$ cat config.mk
export PLATFORM = sky130hd
export DESIGN_NAME = ql_ce_gen_flat
export DESIGN_NICKNAME = d
export VERILOG_FILES = /design/src/rtl/ql_ce_gen_pkg.sv /design/src/rtl/ql_ce_gen_if.sv /design/src/rtl/ql_tick_gen.sv /design/src/rtl/ql_ce_gen.sv /design/src/flat_wrapper.sv
export SDC_FILE = /design/constraint.sdc
export NUM_CORES = 1
export LEC_CHECK = 0
export ABC_CLOCK_PERIOD_IN_PS = 1700
export CORE_UTILIZATION = 35
export CTS_CLUSTER_DIAMETER = 100
export CTS_CLUSTER_SIZE = 8
export DETAILED_ROUTE_END_ITERATION = 8
export GPL_ROUTABILITY_DRIVEN = 1
export PLACE_DENSITY = 0.61
export SLEW_MARGIN = 40
export SYNTH_ARGS = -nofsm -noshare
export SYNTH_HDL_FRONTEND = slang
export SYNTH_SLANG_ARGS = --single-unit
export TNS_END_PERCENT = 50
$ cat constraint.sdc
create_clock -name clk_sys -period 1.7 [get_ports clk_sys]
set_input_delay 0.34 -clock clk_sys [delete_from_list [all_inputs] [get_ports clk_sys]]
set_output_delay 0.34 -clock clk_sys [all_outputs]
set_load 0.01 [all_outputs]
$ cat src/rtl/ql_ce_gen_pkg.sv
// Speed encodings and divider-derived limits shared by the clock-enable generator.
// Compile-time constants only; no clocked logic.
package ql_ce_pkg;

  localparam int SPD_X1 = 0;
  localparam int SPD_X2 = 1;
  localparam int SPD_X4 = 2;
  localparam int SPD_X8 = 3;

  // Fastest speed is the one at which every slot of the frame becomes a CPU slot.
  function automatic int maxspd(input int div_w);
    return div_w - 3;
  endfunction

endpackage

$ cat src/rtl/ql_ce_gen_if.sv
// Speed/hold requests in, registered strobes out; all one-clock pulses, no backpressure.
interface ql_ce_gen_if #(
  parameter int SPEED_W = 2
);

  logic [SPEED_W-1:0] speed;
  logic               hold;
  logic               ce_p;
  logic               ce_n;
  logic               ce_vid;
  logic               ce_sd;
  logic               ce_bus_p;
  logic               ce_bus_n;
  logic               cpu_cycle;
  logic               ce_tick;
  logic [SPEED_W-1:0] speed_cur;

  modport master (
    output speed, hold,
    input  ce_p, ce_n, ce_vid, ce_sd, ce_bus_p, ce_bus_n, cpu_cycle, ce_tick, speed_cur
  );

  modport slave (
    input  speed, hold,
    output ce_p, ce_n, ce_vid, ce_sd, ce_bus_p, ce_bus_n, cpu_cycle, ce_tick, speed_cur
  );

endinterface

$ cat src/rtl/ql_tick_gen.sv
// Timebase tick: one-clock pulse, integer period TICK_DIV, or fractional NUM/DEN rate
// when CE_FRAC_EN is defined. Registered output, free-running, no backpressure.
module ql_tick_gen #(
`ifdef CE_FRAC_EN
  parameter int TICK_NUM = 1,
  parameter int TICK_DEN = 640,
  parameter int ACC_W    = 32
`else
  parameter int TICK_DIV = 640
`endif
) (
  input  logic clk_sys,
  input  logic reset,
  output logic ce_tick
);

`ifdef CE_FRAC_EN
  localparam logic [ACC_W-1:0] NUM = ACC_W'(TICK_NUM);
  localparam logic [ACC_W-1:0] DEN = ACC_W'(TICK_DEN);

  logic [ACC_W-1:0] acc;
  logic [ACC_W-1:0] acc_sum;

  assign acc_sum = acc + NUM;

  // Wrapping by DEN keeps the remainder, so the long-run rate is exact and jitter is one clock.
  always_ff @(posedge clk_sys) begin
    if (reset) begin
      acc     <= '0;
      ce_tick <= 1'b0;
    end else if (acc_sum >= DEN) begin
      acc     <= acc_sum - DEN;
      ce_tick <= 1'b1;
    end else begin
      acc     <= acc_sum;
      ce_tick <= 1'b0;
    end
  end
`else
  localparam int              CW   = (TICK_DIV > 2) ? $clog2(TICK_DIV) : 1;
  localparam logic [CW-1:0]   LAST = CW'(TICK_DIV - 1);

  logic [CW-1:0] cnt;

  always_ff @(posedge clk_sys) begin
    if (reset) begin
      cnt     <= '0;
      ce_tick <= 1'b0;
    end else begin
      ce_tick <= (cnt == '0);
      cnt     <= (cnt == LAST) ? '0 : cnt + CW'(1);
    end
  end
`endif

endmodule

$ cat src/rtl/ql_ce_gen.sv
// QL clock-enable generator: bus/video/SD/timebase strobes, one clock after the matching div value.
// Speed applied at frame boundaries, hold at slot starts; free-running, no backpressure. CE_FRAC_EN: fractional tick.
module ql_ce_gen
  import ql_ce_pkg::*;
#(
  parameter int DIV_W    = 5,
  parameter int SPEED_W  = 2,
`ifdef CE_FRAC_EN
  parameter int TICK_NUM = 1,
  parameter int TICK_DEN = 640,
  parameter int ACC_W    = 32
`else
  parameter int TICK_DIV = 640
`endif
) (
  input logic        clk_sys,
  input logic        reset,
  ql_ce_gen_if.slave ce
);

  localparam int                 SLOT_W    = DIV_W - 3;
  localparam int                 NSLOT     = 2 ** SLOT_W;
  localparam logic [SPEED_W-1:0] MAXSPD_V  = SPEED_W'(maxspd(DIV_W));
  localparam logic [SLOT_W-1:0]  SLOT_MASK = SLOT_W'(NSLOT - 1);

  logic [DIV_W-1:0]   div;
  logic [SLOT_W-1:0]  slot;
  logic               at_slot;
  logic               at_frame;
  logic [SPEED_W-1:0] speed_sat;
  logic [SPEED_W-1:0] speed_cur;
  logic [SPEED_W-1:0] speed_cur_d;
  logic               duty;
  logic               duty_d;
  logic               sub_cycle;
  logic               sub_cycle_d;
  logic               ce_p_q;
  logic               ce_n_q;
  logic               ce_sd_q;

  assign slot      = div[DIV_W-1:3];
  assign at_slot   = (div[2:0] == 3'd0);
  assign at_frame  = (div == '0);
  assign speed_sat = (ce.speed > MAXSPD_V) ? MAXSPD_V : ce.speed;

  // The freshly latched speed feeds the duty equation of the same boundary.
  always_comb begin
    speed_cur_d = speed_cur;
    duty_d      = duty;
    sub_cycle_d = sub_cycle;
    if (at_frame) begin
      speed_cur_d = speed_sat;
      sub_cycle_d = (speed_sat == '0) ? !sub_cycle : 1'b1;
    end
    if (at_slot) begin
      duty_d = !ce.hold && ((slot & (SLOT_MASK >> speed_cur_d)) == '0);
    end
  end

  always_ff @(posedge clk_sys) begin
    if (reset) begin
      div       <= '0;
      speed_cur <= SPEED_W'(SPD_X1);
      duty      <= 1'b0;
      sub_cycle <= 1'b0;
      ce_p_q    <= 1'b0;
      ce_n_q    <= 1'b0;
      ce_sd_q   <= 1'b0;
    end else begin
      div       <= div + DIV_W'(1);
      speed_cur <= speed_cur_d;
      duty      <= duty_d;
      sub_cycle <= sub_cycle_d;
      ce_p_q    <= at_slot;
      ce_n_q    <= (div[2:0] == 3'd4);
      ce_sd_q   <= (div[1:0] == 2'd0);
    end
  end

  // duty only changes on the edge that raises ce_p, so bus strobes are never split within a slot.
  assign ce.ce_p      = ce_p_q;
  assign ce.ce_n      = ce_n_q;
  assign ce.ce_vid    = ce_p_q;
  assign ce.ce_sd     = ce_sd_q;
  assign ce.ce_bus_p  = ce_p_q & duty;
  assign ce.ce_bus_n  = ce_n_q & duty;
  assign ce.cpu_cycle = duty & sub_cycle;
  assign ce.speed_cur = speed_cur;

  ql_tick_gen #(
`ifdef CE_FRAC_EN
    .TICK_NUM (TICK_NUM),
    .TICK_DEN (TICK_DEN),
    .ACC_W    (ACC_W)
`else
    .TICK_DIV (TICK_DIV)
`endif
  ) u_tick (
    .clk_sys (clk_sys),
    .reset   (reset),
    .ce_tick (ce.ce_tick)
  );

endmodule

$ cat src/flat_wrapper.sv
// flat-port wrapper written by rule: the top's interface ports become plain ports
module ql_ce_gen_flat import ql_ce_pkg::*;
#(
  parameter int DIV_W    = 5,
  parameter int SPEED_W  = 2,

  parameter int TICK_DIV = 640

)
  (clk_sys, reset, ce_speed, ce_hold, ce_ce_p, ce_ce_n, ce_ce_vid, ce_ce_sd, ce_ce_bus_p, ce_ce_bus_n, ce_cpu_cycle, ce_ce_tick, ce_speed_cur);
  ql_ce_gen_if #(.SPEED_W(SPEED_W)) ce_i ();
  input logic clk_sys;
  input logic reset;
  input wire logic [$bits(ce_i.speed)-1:0] ce_speed;
  input wire logic [$bits(ce_i.hold)-1:0] ce_hold;
  output wire logic [$bits(ce_i.ce_p)-1:0] ce_ce_p;
  output wire logic [$bits(ce_i.ce_n)-1:0] ce_ce_n;
  output wire logic [$bits(ce_i.ce_vid)-1:0] ce_ce_vid;
  output wire logic [$bits(ce_i.ce_sd)-1:0] ce_ce_sd;
  output wire logic [$bits(ce_i.ce_bus_p)-1:0] ce_ce_bus_p;
  output wire logic [$bits(ce_i.ce_bus_n)-1:0] ce_ce_bus_n;
  output wire logic [$bits(ce_i.cpu_cycle)-1:0] ce_cpu_cycle;
  output wire logic [$bits(ce_i.ce_tick)-1:0] ce_ce_tick;
  output wire logic [$bits(ce_i.speed_cur)-1:0] ce_speed_cur;
  assign ce_i.speed = ce_speed;
  assign ce_i.hold = ce_hold;
  assign ce_ce_p = ce_i.ce_p;
  assign ce_ce_n = ce_i.ce_n;
  assign ce_ce_vid = ce_i.ce_vid;
  assign ce_ce_sd = ce_i.ce_sd;
  assign ce_ce_bus_p = ce_i.ce_bus_p;
  assign ce_ce_bus_n = ce_i.ce_bus_n;
  assign ce_cpu_cycle = ce_i.cpu_cycle;
  assign ce_ce_tick = ce_i.ce_tick;
  assign ce_speed_cur = ce_i.speed_cur;
  ql_ce_gen #(.DIV_W(DIV_W), .SPEED_W(SPEED_W), .TICK_DIV(TICK_DIV)) u_core (.clk_sys(clk_sys), .reset(reset), .ce(ce_i));
endmodule
==> load_flow_metrics.sql <==
INSERT INTO impl_metrics (metric_group, metric, value, unit) VALUES
('sta', 'timing.max_slew.rel_slack', '78.4', '%'),
('cts', 'cts.sink_count', '23', ''),
('grt', 'grt-ovfl-total', '0', ''),
('power_and_ir_drop', 'p_switching', '0.000234', 'W'),
('cts', 'clk_root_buffer_cell', 'clkbuf_4', ''),
('die', 'initial_core_utilization', '37.5', '%'),
('min_path', 'hold_path_end', 'u_core.duty', ''),
('finish', 'layout.cells.most_common', 'dfxtp_1', ''),
('grt', 'grt_pass1_wl', '2720', 'µm'),
('power_and_ir_drop', 'ir_drop', '0.000503', 'V'),
('grt', 'met3_layer_usage_reported_by_global_route', '5.65', '%'),
('min_path', 'worst_hold_path_type', 'reg -> reg', ''),
('worst_setup_path', 'cp_max_fo', '3', ''),
('sta', 'fin_tns_setup', '0', 'ps'),
('sta', 'finalClockSkew', '4.81', 'ps'),
('worst_setup_path', 'timing.rr.end', 'u_core.u_tick.cnt[7]', ''),
('die', 'num_io_pins', '15', ''),
('worst_setup_path', 'critical_path_class', 'reg -> out', ''),
('die', 'floorplan.die.height', '54.0', 'µm'),
('detailed_routing', 'route.antenna.remaining_nets', '0', ''),
('synth', 'synth_nets', '112', ''),
('run_status', 'status', 'complete, no violations', ''),
('grt', 'grt_max_degree', '14', ''),
('sta', 'maximum_clock_frequency', '639', 'MHz'),
('cts', 'numCtsBuffers', '3', ''),
('finish', 'n_antenna_cell', '0', ''),
('power_and_ir_drop', 'switching_share', '24.4', '%'),
('grt', 'first_global_vias', '638', ''),
('finish', 'design.final.nets', '130', ''),
('grt', 'grt_antenna_before_repair', '0', ''),
('detailed_routing', 'first_pass_iters', '4', ''),
('worst_setup_path', 'cp_num_buf_inv', '1', ''),
('cts', 'clk-insertion-delay-late', '300', 'ps'),
('detailed_routing', 'dr.first_iter.drc_count', '13', ''),
('synth', 'mappedNetlistArea', '945', 'µm²'),
('finish', 'drive_gt1_share', '9.17', '%'),
('die', 'die-area', '2910', 'µm²'),
('sta', 'min_period_over_period', '92.1', '%'),
('detailed_routing', 'wire_per_inst', '11.2', 'µm'),
('sta', 'total_count_of_max_transition_violations_in_the_final_report', '0', ''),
('worst_setup_path', 'timing.critical_path.max_delay_family', 'buffers and inverters', ''),
('placed_design', 'place.port_buffers', '14', ''),
('finish', 'stdcell_count', '150', ''),
('detailed_routing', 'vias', '729', ''),
('placed_design', 'hpwlAfterDp', '1250', 'µm'),
('job', 'maxCapViolCount', '0', ''),
('worst_setup_path', 'r2r.worst_path.cells', '4', ''),
('grt', 'grt_busiest_layer', 'met2', ''),
('sta', 'final.min_clock_period', '1570', 'ps'),
('power_and_ir_drop', 'seq_power_share', '61.9', '%'),
('sta', 'layout_setup_ws', '135', 'ps'),
('power_and_ir_drop', 'p_comb_share', '12.7', '%'),
('sta', 'finalHoldViolCount', '0', ''),
('sta', 'worstMarginPinSlew', '323', 'ps'),
('placed_design', 'gp_congestion', '0.788', ''),
('sta', 'setup-violations-final', '0', ''),
('synth', 'netlist_instances', '103', ''),
('synth', 'yosysWarnings', '0', ''),
('finish', 'most-common-layout-cells', 'dfxtp_1, nor2_1, clkdlybuf4s50_1, inv_1, nand3_1', ''),
('detailed_routing', 'postRouteWirelength', '1680', 'µm'),
('detailed_routing', 'via_per_inst', '4.86', ''),
('worst_setup_path', 'worstSetupStartpointType', 'flop', ''),
('power_and_ir_drop', 'power.density', '829', 'nW/µm²'),
('grt', 'globalRouteMet2Util', '22.4', '%'),
('worst_setup_path', 'cp_data_arrival_time', '1230', 'ps'),
('grt', 'met1_usage', '15.1', '%'),
('synth', 'ys_seq_area_share', '48.7', '%'),
('worst_setup_path', 'critical_path_rt', '1360', 'ps'),
('power_and_ir_drop', 'cell_internal_pwr', '0.000725', 'W'),
('power_and_ir_drop', 'p_leak', '0.506', 'nW'),
('synth', 'yosys.cell_types.count', '26', '');
==> state kept, by name, indices dropped and copies added, names as in the netlist <==
| signal | flops |
|---|---|
| u_core.ce.ce_n | 1 |
| u_core.ce.ce_p | 1 |
| u_core.ce.ce_sd | 1 |
| u_core.ce.speed_cur | 2 |
| u_core.div | 5 |
| u_core.duty | 1 |
| u_core.sub_cycle | 1 |
| u_core.u_tick.ce_tick | 1 |
| u_core.u_tick.cnt | 10 |
==> power groups by stage <==
stage               logic [W]  registers [W]  clock network [W]
finish               0.000122       0.000594           0.000244
global route         0.000137       0.000599           0.000283
CTS                  0.000124       0.000593           0.000259
detailed placement   0.000123       0.000605                  0
global placement     0.000122       0.000603                  0
floorplan           0.0000658       0.000605                  0
==> final cells by class <==
cell class              instances  area, µm²
clock buffers                   3       22.5
clock inverters                 1       5.00
fillers                       265       1370
inverters                       7       26.3
multi-input cells              71        447
flip-flops and latches         23        464
well taps                      30       37.5
repair buffers                 15        155
==> through the flow <==
stage | instance area [µm²] | utilization (%) | power, W | hold slack (ps)
finish | 1160 | 45.9 | 0.000960 | 474
global route | 1160 | 45.9 | 0.00102 | 501
CTS | 1150 | 45.4 | 0.000976 | 489
detailed placement | 1120 | 44.3 | 0.000728 | 462
global placement | 1120 | 44.3 | 0.000725 | 445
floorplan | 945 | - | 0.000671 | 409
==> tightest hold or removal path: stages, from the launching register on <==
cell	delay, ps
dfxtp_2	350
nand2_1	50
a21oi_1	50
==> Yosys cell counts <==
library cell	number	share of area [%]
xnor2_1	4	3.7
nor4b_1	1	0.93
or3_1	2	1.3
a41o_1	1	1.1
xor2_1	5	4.6
nand4_2	1	1.3
nor3_1	2	1.1
nor3_2	1	1.1
inv_1	7	2.8
nand2b_1	2	1.3
and2_1	5	3.3
a21oi_1	5	2.6
and3_1	2	1.3
clkbuf_1	1	0.40
nor2_1	17	6.8
nor4_1	1	0.66
nand3b_1	1	0.79
mux2i_1	1	1.1
nor2b_1	3	2.0
nand3_1	6	3.2
buf_4	1	0.79
nand2_1	3	1.2
dfxtp_1	23	49
ha_1	4	5.3
o21ai_0	3	1.6
and4_2	1	1.1
==> worst max path at each step <==
stage | from | to | slack [ps] | depth (start not counted)
after floorplan | u_core.u_tick.cnt[0] | u_core.u_tick.cnt[5] | 450 | 4
after global placement | reset | u_core.u_tick.cnt[7] | 310 | 3
after detailed placement | reset | u_core.u_tick.cnt[7] | 250 | 3
after CTS | u_core.duty | ce_ce_bus_n | 9 | 2
after global routing | u_core.ce.speed_cur[0] | ce_speed_cur[0] | 60 | 1
final | u_core.ce.speed_cur[0] | ce_speed_cur[0] | 130 | 1
==> per-layer routing <==
metal	vias up	routed length, µm
met2	22	771
li1	374	-
met1	331	773
met4	0	12
met3	2	117
met5	-	0
==> repair_timing <==
item / CTS / global route
endpoints found under the setup margin: 0 / 3
hold buffers: 0 / 0
setup buffers: 0 / 0
gates resized for setup: 0 / 6
==> cell families after synthesis <==
group,count (synthesis),share of synthesized area [%]
simple gates,48,27.3
flops,23,48.7
compound gates,9,5.30
xor+xnor,9,8.34
buf+inv,9,3.97
fa+ha+maj,4,5.30
mux,1,1.06
(Power assumes the default switching activity.)
